$ cat src/rtl/fifo_drain_pkg.sv
// Shared types and default sizing for the FIFO drain block.
package fifo_drain_pkg;

  localparam int unsigned DW_DEF = 32;
  localparam int unsigned LW_DEF = 8;

  typedef enum logic [1:0] {
    IDLE = 2'b00,
    READ = 2'b01,
    DONE = 2'b10
  } state_t;

endpackage

$ cat src/rtl/fifo_drain.sv
// FIFO read-side consumer: pops a burst of len words, accumulating a
// modulo-2^DW sum and running XOR, then pulses done for one cycle.
module fifo_drain
  import fifo_drain_pkg::*;
#(
  parameter int unsigned DW = DW_DEF,
  parameter int unsigned LW = LW_DEF
) (
  input  logic          clk,
  input  logic          reset_n,
  input  logic          start,
  input  logic [LW-1:0] len,
  input  logic          empty,
  input  logic          rd_ack,
  input  logic          rd_err,
  input  logic [DW-1:0] d_out,
  output logic          rd_en,
  output logic          busy,
  output logic          done,
  output logic [DW-1:0] sum,
  output logic [DW-1:0] xsum,
  output logic [LW-1:0] word_cnt,
  output logic          err
);

  state_t        r_state;
  state_t        w_next;
  logic [LW-1:0] r_len;
  logic [LW-1:0] r_issued;
  logic          r_pending;
  logic [DW-1:0] r_sum;
  logic [DW-1:0] r_xsum;
  logic [LW-1:0] r_cnt;
  logic          r_err;

  logic          w_in_read;
  logic          w_rd_en;
  logic          w_cap;
  logic          w_retry;
  logic          w_err_set;
  logic [LW-1:0] w_cnt_inc;

  assign w_in_read = (r_state == READ);
  assign w_cnt_inc = r_cnt + 1'b1;

  // An acknowledged read captures; a refused read (without ack) is re-requested.
  assign w_cap     = w_in_read && r_pending && rd_ack;
  assign w_retry   = w_in_read && r_pending && rd_err && !rd_ack;
  assign w_err_set = w_in_read && ((r_pending && rd_err) ||
                                   (!r_pending && (rd_ack || rd_err)));

  // State register.
  always_ff @(posedge clk or negedge reset_n) begin
    if (!reset_n) r_state <= IDLE;
    else          r_state <= w_next;
  end

  // Next-state decode.
  always_comb begin
    w_next = r_state;
    unique case (r_state)
      IDLE:    if (start) w_next = (len == '0) ? DONE : READ;
      READ:    if (w_cap && (w_cnt_inc == r_len)) w_next = DONE;
      DONE:    w_next = IDLE;
      default: w_next = IDLE;
    endcase
  end

  // Outputs decoded from state; read request also gated by the FIFO empty flag.
  always_comb begin
    w_rd_en = w_in_read && !empty && (r_issued < r_len);
    busy    = (r_state == READ) || (r_state == DONE);
    done    = (r_state == DONE);
  end

  // Burst datapath: length latch, issue tracking, accumulators and error flag.
  always_ff @(posedge clk or negedge reset_n) begin
    if (!reset_n) begin
      r_len     <= '0;
      r_issued  <= '0;
      r_pending <= 1'b0;
      r_sum     <= '0;
      r_xsum    <= '0;
      r_cnt     <= '0;
      r_err     <= 1'b0;
    end else begin
      r_pending <= w_rd_en;
      unique case (r_state)
        IDLE: begin
          if (start) begin
            r_len     <= len;
            r_issued  <= '0;
            r_pending <= 1'b0;
            r_sum     <= '0;
            r_xsum    <= '0;
            r_cnt     <= '0;
            r_err     <= 1'b0;
          end
        end
        READ: begin
          if (w_cap) begin
            r_sum  <= r_sum + d_out;
            r_xsum <= r_xsum ^ d_out;
            r_cnt  <= w_cnt_inc;
          end
          if (w_err_set) r_err <= 1'b1;
          // A new issue and a retry in the same cycle cancel out.
          unique case ({w_rd_en, w_retry})
            2'b10:   r_issued <= r_issued + 1'b1;
            2'b01:   r_issued <= r_issued - 1'b1;
            default: r_issued <= r_issued;
          endcase
        end
        default: ;
      endcase
    end
  end

  assign rd_en    = w_rd_en;
  assign sum      = r_sum;
  assign xsum     = r_xsum;
  assign word_cnt = r_cnt;
  assign err      = r_err;

endmodule

$ cat config.mk
export PLATFORM = sky130hd
export DESIGN_NAME = fifo_drain
export DESIGN_NICKNAME = d
export VERILOG_FILES = /design/src/rtl/fifo_drain_pkg.sv /design/src/rtl/fifo_drain.sv
export SDC_FILE = /design/constraint.sdc
export NUM_CORES = 1
export LEC_CHECK = 0
export CORE_MARGIN = 2
export CORE_UTILIZATION = 40
export DETAILED_ROUTE_END_ITERATION = 12
export PLACE_DENSITY_LB_ADDON = 0.05
export SLEW_MARGIN = 20
export SYNTH_ARGS = -nofsm -noshare
export SYNTH_HDL_FRONTEND = slang
export SYNTH_SLANG_ARGS = --single-unit
$ cat constraint.sdc
create_clock -name clk -period 3.6 [get_ports clk]
set_clock_uncertainty 0.05 [all_clocks]
set_input_delay 0.72 -clock clk [delete_from_list [all_inputs] [get_ports clk]]
set_output_delay 0.72 -clock clk [all_outputs]
set_load 0.005 [all_outputs]
==> impl_metrics.ini, run 1 <==
[cts]
ctsHtreeMaxLevel = 3
clk_path_buf_depth = 2
cts-root-buf = clkbuf_16
numCtsBuffers = 9
clk_latency_ns = 0.35
clock_sinks = 92
post-cts-setup-buffers = 0
clk_pin_slew_worst_paths_ns = 0.07
cts_tree = yes

[final_layout]
area_growth_pct = 31.3
drive_gt1_share_pct = 9.84
fill_cells = 1396
antenna-diode-count = 0
fin_nets = 904

[timing]
setup_tns_ns = 0
finalCritPeriodShare_pct = 94.7
timing.final.ws_setup_ns = 0.190
period_needed_ns = 3.41
hold_viol = 0
worst_pin_slew_ns = 0.735
timing.fmax_ghz = 0.293
slew_violations = 0
slew_headroom_pct = 51.0
finalSetupViolCount = 0

[pwr]
power_density_nw_per_um2 = 449
peakVddDrop_uv = 362
power.total_uw = 3600
leakage_uw = 0.00379

[critical_path]
cp_slowest_cell = or4b_1
slowest_delay_ns = 0.46
cpMostUsedCell = a21o_1
timing.rr.end = r_issued[7]
required_ns = 3.84
crit_chain = inv_1, ha_1, a21o_1, a21oi_2, o21ai_2, a2111oi_4, nor3_2, buf_4, ha_1, a21o_1, a21o_1, a21oi_2, o21ai_1, xnor2_1, or4b_1, nand3_1
regToRegSetupSlack_ns = 0.19
cp-end-kind = register
endpoint = r_issued[7]
ff2ff_path_depth = 16
path_max_fanout = 5
path_class = reg -> reg
worstReg2RegStart = r_len[4]
setup.worst_path.start_class = register
arrival_ns = 3.65
cp-startpoint = r_len[4]

[die]
initial_utilization_pct = 40.6
die-height_um = 128
coreArea_sq_um = 15000
row_count = 45
die-area_sq_um = 16300
io_pins = 122
chipWidth_um = 128

[status]
status = finished, final reports clean

[yosys]
synth_cells = 671
syn_area_sq_um = 6100
synth_area_leaders = dfrtp_1 (38%), ha_1 (9.8%), xor2_1 (7.5%)
ys_ff_latch = 92
synth_top_area_cell = dfrtp_1
ys_warn_count = 0
yosys.area.top_type_share_pct = 37.7
syn_avg_cell_area_sq_um = 9.10
synth.distinct_cells = 63
yosysSeqAreaShare_pct = 37.7
synth_top_flop_cell = dfrtp_1
synthArstFlopShare_pct = 100
syn_nets = 767
synth_edf_count = 0

[grt]
antenna_found_initial = 0
grt_overflow = 0
track_usage_pct = 20.2
grt_pass1_wl_um = 26700
grt_max_degree = 53
first_global_vias = 5397

[placed_design]
io_buffer_count = 121
post-place-ws_ns = -0.160
dp_hpwl_um = 11700
gp_congestion = 0.857

[detailed_routing]
drtAntennaViolNets = 0
viasPerCell = 5.30
vias = 5306
firstDrtPassIters = 4
wl_per_cell_um = 16.0
drt_wl_total_um = 16000
drc = 0
initialDrtViolationCount = 248

[job]
max-cap-violations = 0

[worst_hold_path]
hp-class = in -> async
==> area by class of cell <==
type	instances	area, sq um	share of cell area (%)
inverter	17	63.8	0.796
tap	188	235	2.93
clock inverter	2	10.0	0.125
sequential	92	2300	28.7
timing repair buffer	159	1510	18.8
multi-input combinational	529	3650	45.5
clock buffer	14	254	3.17
==> through the flow <==
step / std cells / hold WS [ns] / cell area (sq um) / util, %
finish: 1001 / 0.369 / 8020 / 53.3
global route: 1001 / 0.442 / 8020 / 53.3
CTS: 1001 / 0.412 / 7990 / 53.2
detailed placement: 985 / 0.426 / 7720 / 51.4
global placement: 985 / 0.423 / 7720 / 51.4
floorplan: 671 / 0.374 / 6110 / -
==> how the worst min path moves through the flow <==
stage / start / to / slack [ns] / cells past startpoint
finish: reset_n / xsum[19] / 0.37 / 1
global route: reset_n / sum[18] / 0.44 / 1
CTS: reset_n / sum[2] / 0.41 / 1
detailed placement: sum[31] / sum[31] / 0.43 / 1
global placement: sum[31] / sum[31] / 0.42 / 1
floorplan: reset_n / err / 0.37 / 0
==> synth_stat cells, types with 3 or more instances <==
cell       n
dfrtp_1   92
nand2_1   77
xor2_1    52
o21ai_0   51
nand3_1   50
ha_1      48
nor2_1    38
a21oi_1   36
a21o_1    35
xnor2_1   28
clkbuf_1  25
inv_1     17
and3_1     8
mux2_2     8
nand4_1    8
o21ai_1    8
nand2b_1   6
nor4_1     6
o211ai_1   6
a211oi_1   5
and2_1     5
buf_1      4
buf_2      4
a31oi_1    3
nand4b_1   3
o31ai_1    3
==> cells in the final DEF (no fill, tap or decap), types with 2 or more instances in the layout <==
cell,n
a211oi_1,5
and4_1,2
nor2b_1,2
o31ai_1,3
nand4_1,8
mux2_2,8
nor3b_1,2
and2_1,5
nor2_1,37
buf_4,38
nand4b_1,3
clkinv_2,2
and3_1,8
ha_1,48
a31oi_1,3
clkbuf_1,4
xor2_1,52
nand2b_1,6
mux2i_1,2
a21oi_1,33
dfrtp_1,92
clkbuf_16,9
nand3_1,50
a21oi_2,4
xnor2_1,28
fa_1,2
a21o_1,35
inv_1,17
clkdlybuf4s50_1,120
o211ai_1,6
nand2_1,77
o21ai_2,3
o21ai_1,8
o21a_1,2
nor4_1,6
o21ai_0,50
==> power by group <==
group / total (uW) / switching, uW / internal (uW)
Combinational: 1420 / 741 / 679
Sequential: 1300 / 119 / 1180
Clock: 884 / 398 / 486
==> critical path: cells and delay by family (launching register included) <==
kind / cells / cell delay, ns
DFF: 1 / 0.34
adders and majority gates: 2 / 0.59
and+or+nand+nor: 3 / 0.64
buffers and inverters: 2 / 0.21
xor gates and xnor gates: 1 / 0.14
AOI/OAI and AO/OA: 8 / 1.39
==> timing repair <==
action / in CTS / in global routing
resized for setup: 1 / 6
pin swaps: 0 / 1
endpoints found under the hold margin: 0 / 0
hold buffers: 0 / 0
endpoints found under the setup margin: 1 / 3
==> per-layer routing <==
| layer | share of wire, % | track usage (%) | vias up |
|---|---|---|---|
| li1 | - | - | 2649 |
| met1 | 47 | 27.1 | 2516 |
| met2 | 47 | 33.2 | 126 |
| met3 | 4.4 | 4.61 | 15 |
| met4 | 1.3 | 5.24 | 0 |
| met5 | 0 | 0 | - |
==> sequential cells by signal (all words and copies together) (netlist names) <==
signal     cells
r_issued       8
r_len          8
sum           32
r_pending      1
xsum          32
err            1
r_state        2
word_cnt       8
==> logic make-up after synthesis <==
| kind of cell | Yosys count | share of synthesized area, % |
|---|---|---|
| AO/OA/AOI/OAI | 175 | 18.8 |
| XOR/XNOR | 80 | 11.5 |
| adder cells (fa/ha/maj) | 50 | 10.5 |
| buffers and inverters | 50 | 3.16 |
| flip-flops | 92 | 37.7 |
| multiplexers | 10 | 1.80 |
| AND/OR/NAND/NOR | 214 | 16.6 |
Note: power is estimated with default switching activity, not from simulation.
==> run 2, diff against run 1 <==
==> constraint.sdc (replaced) <==
create_clock -name clk -period 4.28 [get_ports clk]
set_clock_uncertainty 0.05 [all_clocks]
set_input_delay 0.856 -clock clk [delete_from_list [all_inputs] [get_ports clk]]
set_output_delay 0.856 -clock clk [all_outputs]
set_load 0.005 [all_outputs]
==> impl_metrics.ini, run 2 (synthesized netlist as in run 1, its figures left out) <==
[grt]
track_usage_pct = 20.4
antenna_found_initial = 0
grt_pass1_wl_um = 26600
first_global_vias = 5278
grt_max_degree = 75
grt_overflow = 0

[final_layout]
drive_gt1_share_pct = 6.36
area_growth_pct = 27.7
final_cell_mix = clkdlybuf4s50_1 (120), dfrtp_1 (92), nand2_1 (77)
fill_cells = 1406
fin_nets = 877
antenna-diode-count = 0
fin_area_sq_um = 7790
final_common_cell = clkdlybuf4s50_1

[critical_path]
setup.worst_path.start_class = register
arrival_ns = 4.04
cp_slowest_cell = a2111oi_0
slowest_delay_ns = 0.52
path_max_fanout = 4
path_class = reg -> reg
cp-end-kind = register
path_delay_family = compound AO/OA/AOI/OAI gates
crit_chain = inv_1, ha_1, a21o_1, a21oi_1, o21ai_1, a2111oi_0, nor3_2, ha_1, a21o_1, a21o_1, a21o_1, a21oi_1, o21ai_0, xnor2_1, or4b_1, nand3_1
regToRegSetupSlack_ns = 0.47
cpMostUsedCell = a21o_1
critPathBufInv = 1
required_ns = 4.51

[cts]
post-cts-setup-buffers = 0
clk_latency_ns = 0.35
clk_pin_slew_worst_paths_ns = 0.07
clk_path_buf_depth = 2
numCtsBuffers = 9
cts_resized = 0
cts-root-buf = clkbuf_16
clock_sinks = 92
ctsHtreeMaxLevel = 3
postCtsHoldBufs = 0
cts_tree = yes

[pwr]
leakage_uw = 0.00365
power_density_nw_per_um2 = 386
power.total_uw = 3010
peakVddDrop_uv = 228

[timing]
hold_viol = 0
finalSetupViolCount = 0
finalCritPeriodShare_pct = 89.0
timing.fmax_ghz = 0.262
setup_tns_ns = 0
hold_ws_ns = 0.446
worst_pin_slew_ns = 0.705
slew_violations = 0
grt_setup_unrepaired = false
slew_headroom_pct = 53.0
period_needed_ns = 3.81

[detailed_routing]
drc = 0
vias = 5192
viasPerCell = 5.33
drt_wl_total_um = 15900
firstDrtPassIters = 4
initialDrtViolationCount = 233
wl_per_cell_um = 16.3
drtAntennaViolNets = 0

[worst_hold_path]
hp-class = reg -> reg

[placed_design]
gp_congestion = 0.849
io_buffer_count = 121
place_area_sq_um = 7500
dp_hpwl_um = 11600

[die]
die-height_um = 128
chipWidth_um = 128
row_count = 45
die-area_sq_um = 16300
io_pins = 122
initial_utilization_pct = 40.6
coreArea_sq_um = 15000

[status]
status = finished, final reports clean

[job]
max-cap-violations = 0
## run 2: cell types whose count changed in the layout (fill, tap and decap cells not counted), sizes merged
cell      previous run  this run
buf                 39        12
bufinv               0         1
clkinv               2         3
clkbuf              14        11
clkinvlp             0         1
## run 2: where the power goes
| part | switching, uW | internal (uW) | leakage (uW) | total, uW |
|---|---|---|---|---|
| clock | 345 | 451 | 0.000139 | 795 |
| combinational | 597 | 520 | 0.00225 | 1120 |
| sequential | 108 | 990 | 0.00126 | 1100 |
## run 2: layout make-up
cell class / instances / area (sq um) / share of cell area [%]
multi-input cells: 529 / 3610 / 46.3
inverters: 17 / 63.8 / 0.819
clock inverters: 5 / 52.6 / 0.674
clock buffers: 11 / 233 / 2.99
well taps: 188 / 235 / 3.02
flip-flops and latches: 92 / 2300 / 29.5
repair buffers: 132 / 1290 / 16.6
## run 2: final timing paths
| kind | cells past startpoint | start | endpoint |
|---|---|---|---|
| worst max-delay path | 16 | r_len[4] | r_issued[7] |
| worst min-delay path | 1 | sum[31] | sum[31] |
| worst max register to register | 16 | r_len[4] | r_issued[7] |
| worst min register to register | 1 | sum[31] | sum[31] |
| max in group asynchronous | 2 | reset_n | word_cnt[2] |
| min in group asynchronous | 1 | reset_n | xsum[18] |
## run 2: through the flow
stage / worst slack, ns / instances / utilization, %
detailed placement: 0.256 / 958 / 49.9
CTS: 0.476 / 974 / 51.8
global placement: 0.329 / 958 / 49.9
finish: 0.470 / 974 / 51.8
global route: 0.182 / 974 / 51.8
floorplan: 0.658 / 671 / -
## run 2: metal layers
| metal | GRT usage (%) | vias up | part of all wire (%) |
|---|---|---|---|
| met4 | 6.01 | 0 | 1.3 |
| met5 | 0 | - | 0 |
| met2 | 33.5 | 111 | 46 |
| met1 | 27.9 | 2474 | 48 |
| li1 | - | 2593 | - |
| met3 | 3.18 | 14 | 4.7 |
==> run 3, diff against run 2 <==
--- a/config.mk
+++ b/config.mk
@@ -6,7 +6,7 @@
 export NUM_CORES = 1
 export LEC_CHECK = 0
 export CORE_MARGIN = 2
-export CORE_UTILIZATION = 40
+export CORE_UTILIZATION = 51
 export DETAILED_ROUTE_END_ITERATION = 12
 export PLACE_DENSITY_LB_ADDON = 0.05
 export SLEW_MARGIN = 20
==> impl_metrics.ini, run 3 (synthesized netlist as in run 1, its figures left out) <==
[critical_path]
timing.rr.end = r_issued[7]
required_ns = 4.52
path_class = reg -> reg
path_max_fanout = 4
arrival_ns = 4.07
setup.worst_path.start_class = register
regToRegSetupSlack_ns = 0.45
cp-end-kind = register
worstReg2RegStart = r_len[1]
ff2ff_path_depth = 16

[grt]
grt_pass1_wl_um = 25500
antenna_found_initial = 0
grt_overflow = 0
grt_max_degree = 42
first_global_vias = 5246
track_usage_pct = 24.4

[final_layout]
drive_gt1_share_pct = 6.38
final_cell_mix = clkdlybuf4s50_1 (120), dfrtp_1 (92), nand2_1 (77)
fin_area_sq_um = 7760
instances_no_fill = 927
final_common_cell = clkdlybuf4s50_1
fin_util_pct = 67.1
fin_nets = 875
area_growth_pct = 27.1
antenna-diode-count = 0

[detailed_routing]
initialDrtViolationCount = 367
drc = 0
firstDrtPassIters = 5
wl_per_cell_um = 16.4
drtAntennaViolNets = 0
viasPerCell = 5.83
vias = 5404
drt_wl_total_um = 15200

[timing]
period_needed_ns = 3.83
timing.fmax_ghz = 0.261
slew_headroom_pct = 35.6
hold_viol = 0
grt_setup_unrepaired = false
finalSetupViolCount = 0
setup_tns_ns = 0
worst_pin_slew_ns = 0.962
slew_violations = 0
finalCritPeriodShare_pct = 89.6

[die]
initial_utilization_pct = 52.8
chipWidth_um = 113
die-area_sq_um = 12900
io_pins = 122
die-height_um = 113
row_count = 39
coreArea_sq_um = 11600

[placed_design]
place_area_sq_um = 7430
io_buffer_count = 121
dp.cells = 911
dp_hpwl_um = 11200
gp_congestion = 0.896

[pwr]
power_density_nw_per_um2 = 398
power.total_uw = 3080
peakVddDrop_uv = 368
leakage_uw = 0.00365

[cts]
cts_resized = 0
clk_latency_ns = 0.36
post-cts-setup-buffers = 0
cts_tree = yes
clock_sinks = 92
clk_path_buf_depth = 2
postCtsHoldBufs = 0
clk_pin_slew_worst_paths_ns = 0.07
cts-root-buf = clkbuf_16
numCtsBuffers = 9
ctsHtreeMaxLevel = 3

[job]
max-cap-violations = 0

[worst_hold_path]
hp-class = in -> async

[status]
status = finished, final reports clean
run 3: through the flow:
stage               hold slack, ns  setup WS (ns)
finish                       0.301          0.446
global route                 0.312          0.169
CTS                          0.301          0.463
detailed placement           0.422          0.314
global placement             0.416          0.414
floorplan                    0.419          0.658
run 3: how the worst max path moves through the flow:
stage | from | endpoint | slack, ns | cells after the start
2_1_floorplan | r_len[4] | r_issued[7] | 0.66 | 16
3_3_place_gp | d_out[0] | sum[24] | 0.41 | 12
3_5_place_dp | d_out[0] | sum[26] | 0.31 | 12
4_1_cts | r_len[1] | r_issued[7] | 0.46 | 16
5_1_grt | r_len[4] | r_issued[7] | 0.17 | 16
6_report | r_len[1] | r_issued[7] | 0.45 | 16
run 3: layout make-up:
cell class | instances | area (sq um)
Sequential cell | 92 | 2300
Fill cell | 957 | 3810
Multi-Input combinational cell | 529 | 3610
Timing Repair Buffer | 130 | 1280
Inverter | 17 | 63.8
Clock buffer | 9 | 225
Tap cell | 143 | 179
Clock inverter | 7 | 100
run 3: routing by layer:
metal	vias to the layer above	track usage, %	share of wire [%]
li1	2592	-	-
met1	2633	34.1	47
met2	154	38.7	46
met3	25	3.45	4.6
met4	0	9.59	2.3
met5	-	0	0
run 3: power by group:
group / internal, uW / switching [uW] / total [uW]
logic: 512 / 591 / 1100
clock network: 515 / 368 / 883
registers: 990 / 109 / 1100
run 3: worst max-delay path: stages (launching register included):
cell and delay, ns:
dfrtp_1 0.40, inv_1 0.06, ha_1 0.29, a21o_1 0.16
a21oi_1 0.13, o21ai_1 0.11, a2111oi_0 0.52, nor3_2 0.15
ha_1 0.29, a21o_1 0.15, a21o_1 0.19, a21o_1 0.17
a21oi_1 0.23, o21ai_0 0.15, xnor2_1 0.15, or4b_1 0.47
nand3_1 0.09
